### src/rtl/calc_pkg.sv
// Shared types and constants for the calculator control slice.
// Optional feature macro: CALC_LOCKOUT_EN (key lockout after repeated failures).
package calc_pkg;

  typedef enum logic [2:0] {
    LOCKED, CHECK, IDLE, EXEC, STORE, LOAD, TXS, TXW
  } calcStateT;

  localparam logic [3:0] PASS_CODE       = 4'b0101;
  localparam int         KEY_LEN         = 5;
  localparam int         DEF_ADDR_W      = 2;
  localparam int         DEF_OPK_W       = 20;
  localparam int         DEF_LOCKOUT_CYC = 64;

endpackage

### src/rtl/calc_if.sv
// Command / memory / serialiser handshake bundle between the calculator
// datapath (master side) and calc_ctrl (slave side).
interface calc_if
  import calc_pkg::*;
#(
  parameter int ADDR_W = DEF_ADDR_W,
  parameter int OPK_W  = DEF_OPK_W
);
  logic              ValidCmd;
  logic              RW;
  logic [ADDR_W-1:0] Addr;
  logic [OPK_W-1:0]  OpKey;
  logic              TxDone;
  logic              AluCapture;
  logic              MemWe;
  logic              MemRe;
  logic [ADDR_W-1:0] MemAddr;
  logic              TxStart;
  logic              TxSrcMem;

  modport master (
    output ValidCmd, RW, Addr, OpKey, TxDone,
    input  AluCapture, MemWe, MemRe, MemAddr, TxStart, TxSrcMem
  );

  modport slave (
    input  ValidCmd, RW, Addr, OpKey, TxDone,
    output AluCapture, MemWe, MemRe, MemAddr, TxStart, TxSrcMem
  );
endinterface

### src/rtl/calc_key_check.sv
// Serial unlock-key collector: shift register, bit counter and compare.
// With CALC_LOCKOUT_EN, three consecutive failures block key entry for
// LOCKOUT_CYC cycles.
module calc_key_check
  import calc_pkg::*;
#(
  parameter logic [3:0] PASS_CODE = calc_pkg::PASS_CODE
`ifdef CALC_LOCKOUT_EN
  , parameter int LOCKOUT_CYC = DEF_LOCKOUT_CYC
`endif
) (
  input  logic Clk,
  input  logic Reset,
  input  logic keyEn,     // controller is in LOCKED
  input  logic keyChk,    // controller is in CHECK
  input  logic InputKey,
  output logic keyLast,   // last key bit is being sampled this cycle
  output logic keyOk,
  output logic keyMode,
  output logic PassErr
`ifdef CALC_LOCKOUT_EN
  , output logic Locked
`endif
);

  logic [KEY_LEN-1:0] key;
  logic [2:0]         bitCnt;
  logic               sampleEn;

`ifdef CALC_LOCKOUT_EN
  localparam int LW = $clog2(LOCKOUT_CYC + 1);
  logic [LW-1:0] lockCnt;
  logic [1:0]    failCnt;

  assign Locked   = (lockCnt != '0);
  assign sampleEn = keyEn && !Locked;
`else
  assign sampleEn = keyEn;
`endif

  assign keyLast = sampleEn && (bitCnt == 3'(KEY_LEN - 1));
  assign keyOk   = (key[3:0] == PASS_CODE);
  assign keyMode = key[KEY_LEN-1];

  // Collect one bit per cycle LSB first; the counter wraps to 0 after the
  // last bit so a rejected key restarts cleanly.
  always_ff @(posedge Clk) begin
    if (!Reset) begin
      key     <= '0;
      bitCnt  <= '0;
      PassErr <= 1'b0;
    end else begin
      PassErr <= keyChk && !keyOk;
      if (sampleEn) begin
        key[bitCnt] <= InputKey;
        bitCnt      <= keyLast ? 3'd0 : bitCnt + 3'd1;
      end
    end
  end

`ifdef CALC_LOCKOUT_EN
  // Failure counter and lockout timer; the counter is cleared as the lockout
  // starts, which is indistinguishable from clearing it when it expires.
  always_ff @(posedge Clk) begin
    if (!Reset) begin
      failCnt <= '0;
      lockCnt <= '0;
    end else if (lockCnt != '0) begin
      lockCnt <= lockCnt - LW'(1);
    end else if (keyChk) begin
      if (keyOk)
        failCnt <= '0;
      else if (failCnt == 2'd2) begin
        failCnt <= '0;
        lockCnt <= LW'(LOCKOUT_CYC);
      end else
        failCnt <= failCnt + 2'd1;
    end
  end
`endif

endmodule

### src/rtl/calc_ctrl.sv
// Calculator control unit: unlock, command accept and sequencing of ALU
// capture, result memory and serial transmit.
// Optional feature macro: CALC_LOCKOUT_EN (adds the Locked output).
module calc_ctrl
  import calc_pkg::*;
#(
  parameter int         ADDR_W    = DEF_ADDR_W,
  parameter int         OPK_W     = DEF_OPK_W,
  parameter logic [3:0] PASS_CODE = calc_pkg::PASS_CODE
`ifdef CALC_LOCKOUT_EN
  , parameter int LOCKOUT_CYC = DEF_LOCKOUT_CYC
`endif
) (
`ifdef CALC_LOCKOUT_EN
  output logic  Locked,
`endif
  input  logic  Clk,
  input  logic  Reset,
  input  logic  InputKey,
  calc_if.slave bus,
  output logic  PassErr,
  output logic  CalcBusy,
  output logic  CalcActive,
  output logic  CalcMode
);

  calcStateT             state;
  logic                  keyLast, keyOk, keyMode;
  logic                  hasCmd;
  logic [OPK_W+ADDR_W:0] snap, lastSnap;
  logic                  accept;

  calc_key_check #(
    .PASS_CODE(PASS_CODE)
`ifdef CALC_LOCKOUT_EN
    , .LOCKOUT_CYC(LOCKOUT_CYC)
`endif
  ) u_keyCheck (
`ifdef CALC_LOCKOUT_EN
    .Locked  (Locked),
`endif
    .Clk     (Clk),
    .Reset   (Reset),
    .keyEn   (state == LOCKED),
    .keyChk  (state == CHECK),
    .InputKey(InputKey),
    .keyLast (keyLast),
    .keyOk   (keyOk),
    .keyMode (keyMode),
    .PassErr (PassErr)
  );

  // A held ValidCmd only re-fires when the operands, direction or address move.
  assign snap   = {bus.OpKey, bus.RW, bus.Addr};
  assign accept = bus.ValidCmd && (!hasCmd || (snap != lastSnap));

  // Main sequencer; every output is registered and pulses default low.
  always_ff @(posedge Clk) begin
    if (!Reset) begin
      state          <= LOCKED;
      CalcActive     <= 1'b0;
      CalcMode       <= 1'b0;
      CalcBusy       <= 1'b0;
      hasCmd         <= 1'b0;
      lastSnap       <= '0;
      bus.AluCapture <= 1'b0;
      bus.MemWe      <= 1'b0;
      bus.MemRe      <= 1'b0;
      bus.MemAddr    <= '0;
      bus.TxStart    <= 1'b0;
      bus.TxSrcMem   <= 1'b0;
    end else begin
      bus.AluCapture <= 1'b0;
      bus.MemWe      <= 1'b0;
      bus.MemRe      <= 1'b0;
      bus.TxStart    <= 1'b0;
      unique case (state)
        LOCKED: if (keyLast) state <= CHECK;
        CHECK: begin
          if (keyOk) begin
            CalcActive <= 1'b1;
            CalcMode   <= keyMode;
            state      <= IDLE;
          end else
            state <= LOCKED;
        end
        IDLE: begin
          if (accept) begin
            hasCmd      <= 1'b1;
            lastSnap    <= snap;
            bus.MemAddr <= bus.Addr;
            CalcBusy    <= 1'b1;
            if (CalcMode && !bus.RW) begin
              bus.MemRe <= 1'b1;
              state     <= LOAD;
            end else begin
              bus.AluCapture <= 1'b1;
              state          <= EXEC;
            end
          end
        end
        EXEC: begin
          if (CalcMode) begin
            bus.MemWe <= 1'b1;
            state     <= STORE;
          end else begin
            bus.TxStart  <= 1'b1;
            bus.TxSrcMem <= 1'b0;
            state        <= TXS;
          end
        end
        STORE: begin
          CalcBusy <= 1'b0;
          state    <= IDLE;
        end
        LOAD: begin
          bus.TxStart  <= 1'b1;
          bus.TxSrcMem <= 1'b1;
          state        <= TXS;
        end
        // A TxDone coincident with TxStart belongs to an older frame.
        TXS: state <= TXW;
        TXW: begin
          if (bus.TxDone) begin
            CalcBusy <= 1'b0;
            state    <= IDLE;
          end
        end
        default: state <= LOCKED;
      endcase
    end
  end

endmodule

### src/flat_wrapper.sv
// flat-port wrapper written by rule: the top's interface ports become plain ports
module calc_ctrl_flat import calc_pkg::*;
#(
  parameter int         ADDR_W    = DEF_ADDR_W,
  parameter int         OPK_W     = DEF_OPK_W,
  parameter logic [3:0] PASS_CODE = calc_pkg::PASS_CODE

)
  (Clk, Reset, InputKey, PassErr, CalcBusy, CalcActive, CalcMode, bus_ValidCmd, bus_RW, bus_Addr, bus_OpKey, bus_TxDone, bus_AluCapture, bus_MemWe, bus_MemRe, bus_MemAddr, bus_TxStart, bus_TxSrcMem);
  calc_if #(.ADDR_W(ADDR_W), .OPK_W(OPK_W)) bus_i ();
  input  logic Clk;
  input  logic Reset;
  input  logic InputKey;
  output logic PassErr;
  output logic CalcBusy;
  output logic CalcActive;
  output logic CalcMode;
  input wire logic [$bits(bus_i.ValidCmd)-1:0] bus_ValidCmd;
  input wire logic [$bits(bus_i.RW)-1:0] bus_RW;
  input wire logic [$bits(bus_i.Addr)-1:0] bus_Addr;
  input wire logic [$bits(bus_i.OpKey)-1:0] bus_OpKey;
  input wire logic [$bits(bus_i.TxDone)-1:0] bus_TxDone;
  output wire logic [$bits(bus_i.AluCapture)-1:0] bus_AluCapture;
  output wire logic [$bits(bus_i.MemWe)-1:0] bus_MemWe;
  output wire logic [$bits(bus_i.MemRe)-1:0] bus_MemRe;
  output wire logic [$bits(bus_i.MemAddr)-1:0] bus_MemAddr;
  output wire logic [$bits(bus_i.TxStart)-1:0] bus_TxStart;
  output wire logic [$bits(bus_i.TxSrcMem)-1:0] bus_TxSrcMem;
  assign bus_i.ValidCmd = bus_ValidCmd;
  assign bus_i.RW = bus_RW;
  assign bus_i.Addr = bus_Addr;
  assign bus_i.OpKey = bus_OpKey;
  assign bus_i.TxDone = bus_TxDone;
  assign bus_AluCapture = bus_i.AluCapture;
  assign bus_MemWe = bus_i.MemWe;
  assign bus_MemRe = bus_i.MemRe;
  assign bus_MemAddr = bus_i.MemAddr;
  assign bus_TxStart = bus_i.TxStart;
  assign bus_TxSrcMem = bus_i.TxSrcMem;
  calc_ctrl #(.ADDR_W(ADDR_W), .OPK_W(OPK_W), .PASS_CODE(PASS_CODE)) u_core (.Clk(Clk), .Reset(Reset), .InputKey(InputKey), .bus(bus_i), .PassErr(PassErr), .CalcBusy(CalcBusy), .CalcActive(CalcActive), .CalcMode(CalcMode));
endmodule
### config.mk
export PLATFORM = sky130hd
export DESIGN_NAME = calc_ctrl_flat
export DESIGN_NICKNAME = d
export VERILOG_FILES = /design/src/rtl/calc_pkg.sv /design/src/rtl/calc_if.sv /design/src/rtl/calc_key_check.sv /design/src/rtl/calc_ctrl.sv /design/src/flat_wrapper.sv
export SDC_FILE = /design/constraint.sdc
export NUM_CORES = 1
export LEC_CHECK = 0
export ABC_AREA = 0
export CAP_MARGIN = 5
export CORE_MARGIN = 3
export CORE_UTILIZATION = 45
export DETAILED_ROUTE_END_ITERATION = 16
export HOLD_SLACK_MARGIN = 0.06
export PLACE_DENSITY = 0.7
export SYNTH_ARGS = -nofsm -noshare
export SYNTH_HDL_FRONTEND = slang
export SYNTH_SLANG_ARGS = --single-unit
export TNS_END_PERCENT = 30
### constraint.sdc
create_clock -name Clk -period 5.2 [get_ports Clk]
set_input_delay 0.78 -clock Clk [delete_from_list [all_inputs] [get_ports Clk]]
set_output_delay 0.78 -clock Clk [all_outputs]
set_load 0.1 [all_outputs]
==> impl_metrics.json <==
{
  "outcome": "completed",
  "cts_setup_buffers": 0,
  "gr-total-overflow": 0,
  "die_x_um": 75.7,
  "setup_violations": 0,
  "worstMarginPinSlew_ps": 1120,
  "hold_buffers": 0,
  "drt_wl_total_um": 4700,
  "seq_area_um2": 881,
  "final_util_pct": 58.6,
  "layout_common_cells": "44 x dfxtp_1, 38 x nor2_1, 38 x clkdlybuf4s50_1",
  "start_util_pct": 48.2,
  "htree_levels": 2,
  "die-height_um": 75.7,
  "port_buffers": 38,
  "layout_commonest_cell": "dfxtp_1",
  "pre_cts_ws_ps": 2140,
  "dr_total_vias": 1894,
  "hold_class": "reg2reg",
  "path_buf_inv": 2,
  "grt_pass1_wl_um": 7800,
  "path_clk_slew_ps": 80,
  "antenna_found_initial": 0,
  "avgSynthCellArea_um2": 8.61,
  "crit_family": "compound AO/OA/AOI/OAI gates",
  "dieArea_um2": 5730,
  "tns_ps": 0,
  "max_freq_mhz": 365,
  "seq_power_share_pct": 51.1,
  "yosys_warnings": 0,
  "drv_cap": 0,
  "synth_top_family_by_area": "simple AND/OR/NAND/NOR gates",
  "leakage_nw": 0.994,
  "path_cells": "clkdlybuf4s50_1 > and2_1 > buf_4 > nand2_1 > a21oi_2 > a221o_1",
  "nets": 314,
  "yosys.area_share.simple_pct": 23.1,
  "clock_path_buffers": 2,
  "crit_type": "in2reg",
  "diodes": 0,
  "ys_seq_area_share_pct": 40.3,
  "cpPeakStageDelay_ps": 830,
  "ir_worst_vdd_uv": 107,
  "end_kind": "register",
  "power_frac_clock_pct": 30.0,
  "drt-pass1-iter-count": 4,
  "cts_buffers": 5,
  "grt_max_degree": 32,
  "fin_hold_ws_ps": 456,
  "dp.cells": 342,
  "synthTopCellsByArea": "dfxtp_1 40%, a221o_1 11%, xnor2_1 9.2%",
  "fillers": 416,
  "maxSlewHeadroom_pct": 25.1,
  "hold_viol": 0,
  "startpoint_type": "input pin",
  "fin_ws_ps": 2460,
  "path_max_fanout": 25,
  "synth_cell_types": 38,
  "grt_pass1_vias": 1684,
  "period_minus_slack_ps": 2740,
  "finalMaxSlewViolations": 0,
  "syn-cell-area_um2": 2190,
  "post_cts_resized": 0,
  "pwr_density_cell_nw_per_um2": 277,
  "viasPerCell": 5.41,
  "synth_xor_area_share_pct": 9.22,
  "core_um2": 4530,
  "synth_compound_area_share_pct": 18.0,
  "synth_top_area_cell": "dfxtp_1",
  "multi_input_area_um2": 1190,
  "cts_sinks": 44,
  "p_switching_mw": 0.207,
  "p_sw_share_pct": 28.2,
  "io_pins": 39,
  "combPwrFrac_pct": 18.9,
  "antenna_left": 0,
  "drtIter0Drc": 190,
  "clk_latency_ps": 300,
  "ys_seq_elements": 44,
  "rsz0062_at_grt": "false",
  "synthMuxAreaShare_pct": 2.75,
  "area_delta_synth_final_pct": 21.5,
  "final.period_utilization_pct": 52.6,
  "cts-root-buf": "clkbuf_8",
  "synth_top_area_share_pct": 40.3,
  "p_int_mw": 0.529,
  "dp_hpwl_um": 3190,
  "grt_use_total_pct": 17.7,
  "crit_arrival_ps": 2980,
  "critPathSlowestCell": "a21oi_2",
  "synth_adder_area_share_pct": 1.14,
  "synth.net_count": 284,
  "cp.required_ps": 5440,
  "skew_ps": 4.29,
  "syn_inst": 254,
  "drc": 0,
  "drive_gt1_share_pct": 4.21,
  "routedWlPerCell_um": 13.4,
  "cts_tree": "built",
  "row_count": 24,
  "instances_no_fill": 350,
  "gp_congestion": 0.826
}
per-stage QoR:
| step | total power, mW | instance area (µm²) |
|---|---|---|
| CTS | 0.745 | 2660 |
| global route | 0.782 | 2660 |
| global placement | 0.519 | 2570 |
| finish | 0.736 | 2660 |
| detailed placement | 0.523 | 2570 |
| floorplan | 0.474 | 2190 |
synthesized netlist by cell type:
cell type,number
a21boi_0,1
dfxtp_1,44
buf_2,2
nor3b_1,1
a221o_1,23
o31ai_1,1
a41oi_1,1
inv_1,6
a311o_1,1
nor4bb_1,1
nor2b_1,2
xnor2_1,23
buf_6,2
and4_1,1
nor3_2,1
nor4_1,2
and4bb_2,1
ha_1,2
o22ai_1,1
a21o_1,2
a21oi_1,9
a21oi_2,1
and3_1,2
a211oi_1,1
or3_1,1
nor3_1,3
mux2i_1,6
o211ai_1,1
o21ai_0,8
nor4_4,1
nand4_1,6
nand3_1,7
and2_1,4
buf_4,4
nand2b_1,2
nor2_1,38
nand2_1,33
clkbuf_1,9
per-layer routing:
layer / track usage (%) / wire length [µm] / part of all wire, %
met5: 0 / 0 / 0
met4: 5.63 / 66 / 1.4
met3: 3.96 / 259 / 5.5
met2: 27.8 / 2140 / 45
met1: 24.1 / 2240 / 48
layout make-up:
class                   count  share of cell area (%)
multi-input cells         187                    44.7
flip-flops and latches     44                    33.2
repair buffers             40                    14.9
clock buffers               8                    3.39
well taps                  65                    3.06
inverters                   6                   0.848
tightest hold or removal path: cells and delay by family (launching register included):
family	cells	cell delay [ps]
flip-flops	1	310
AO/OA/AOI/OAI	1	50
AND/OR/NAND/NOR	1	50
path summary, 6_finish.rpt:
check / cells past startpoint / slack [ps] / end / from
min: 2 / 460 / u_core.u_keyCheck.key[0]$_SDFFE_PN0P_ / u_core.u_keyCheck.key[0]$_SDFFE_PN0P_
max: 6 / 2460 / u_core.lastSnap[17]$_SDFFE_PN0P_ / bus_ValidCmd
max reg2reg: 6 / 2550 / u_core.lastSnap[17]$_SDFFE_PN0P_ / u_core.state[1]$_SDFFE_PN0P_
min reg2reg: 2 / 460 / u_core.u_keyCheck.key[0]$_SDFFE_PN0P_ / u_core.u_keyCheck.key[0]$_SDFFE_PN0P_
kinds of logic (layout without fill, tap and decap cells):
family	count (synthesis)	in the layout
xor+xnor	23	23
compound gates	50	50
simple gates	106	106
mux	6	6
fa+ha+maj	2	2
flops	44	44
buf+inv	23	54
power groups by stage:
stage	Combinational, mW	Clock, mW	Sequential, mW
after floorplan	0.0904	0	0.383
after global placement	0.136	0	0.383
after detailed placement	0.139	0	0.384
after CTS	0.140	0.230	0.376
after global routing	0.160	0.242	0.380
final	0.139	0.221	0.376
state kept, by name (all words and copies together) (netlist names):
name                       count
u_core.state                   3
u_core.bus.MemAddr             1
u_core.CalcMode                1
u_core.lastSnap               22
u_core.bus.AluCapture          1
u_core.u_keyCheck.bitCnt       3
u_core.u_keyCheck.key          5
u_core.bus.TxStart             1
u_core.bus.MemWe               1
u_core.CalcBusy                1
u_core.bus.TxSrcMem            1
u_core.u_keyCheck.PassErr      1
u_core.bus.MemRe               1
u_core.hasCmd                  1
u_core.CalcActive              1
(Power assumes the default switching activity.)
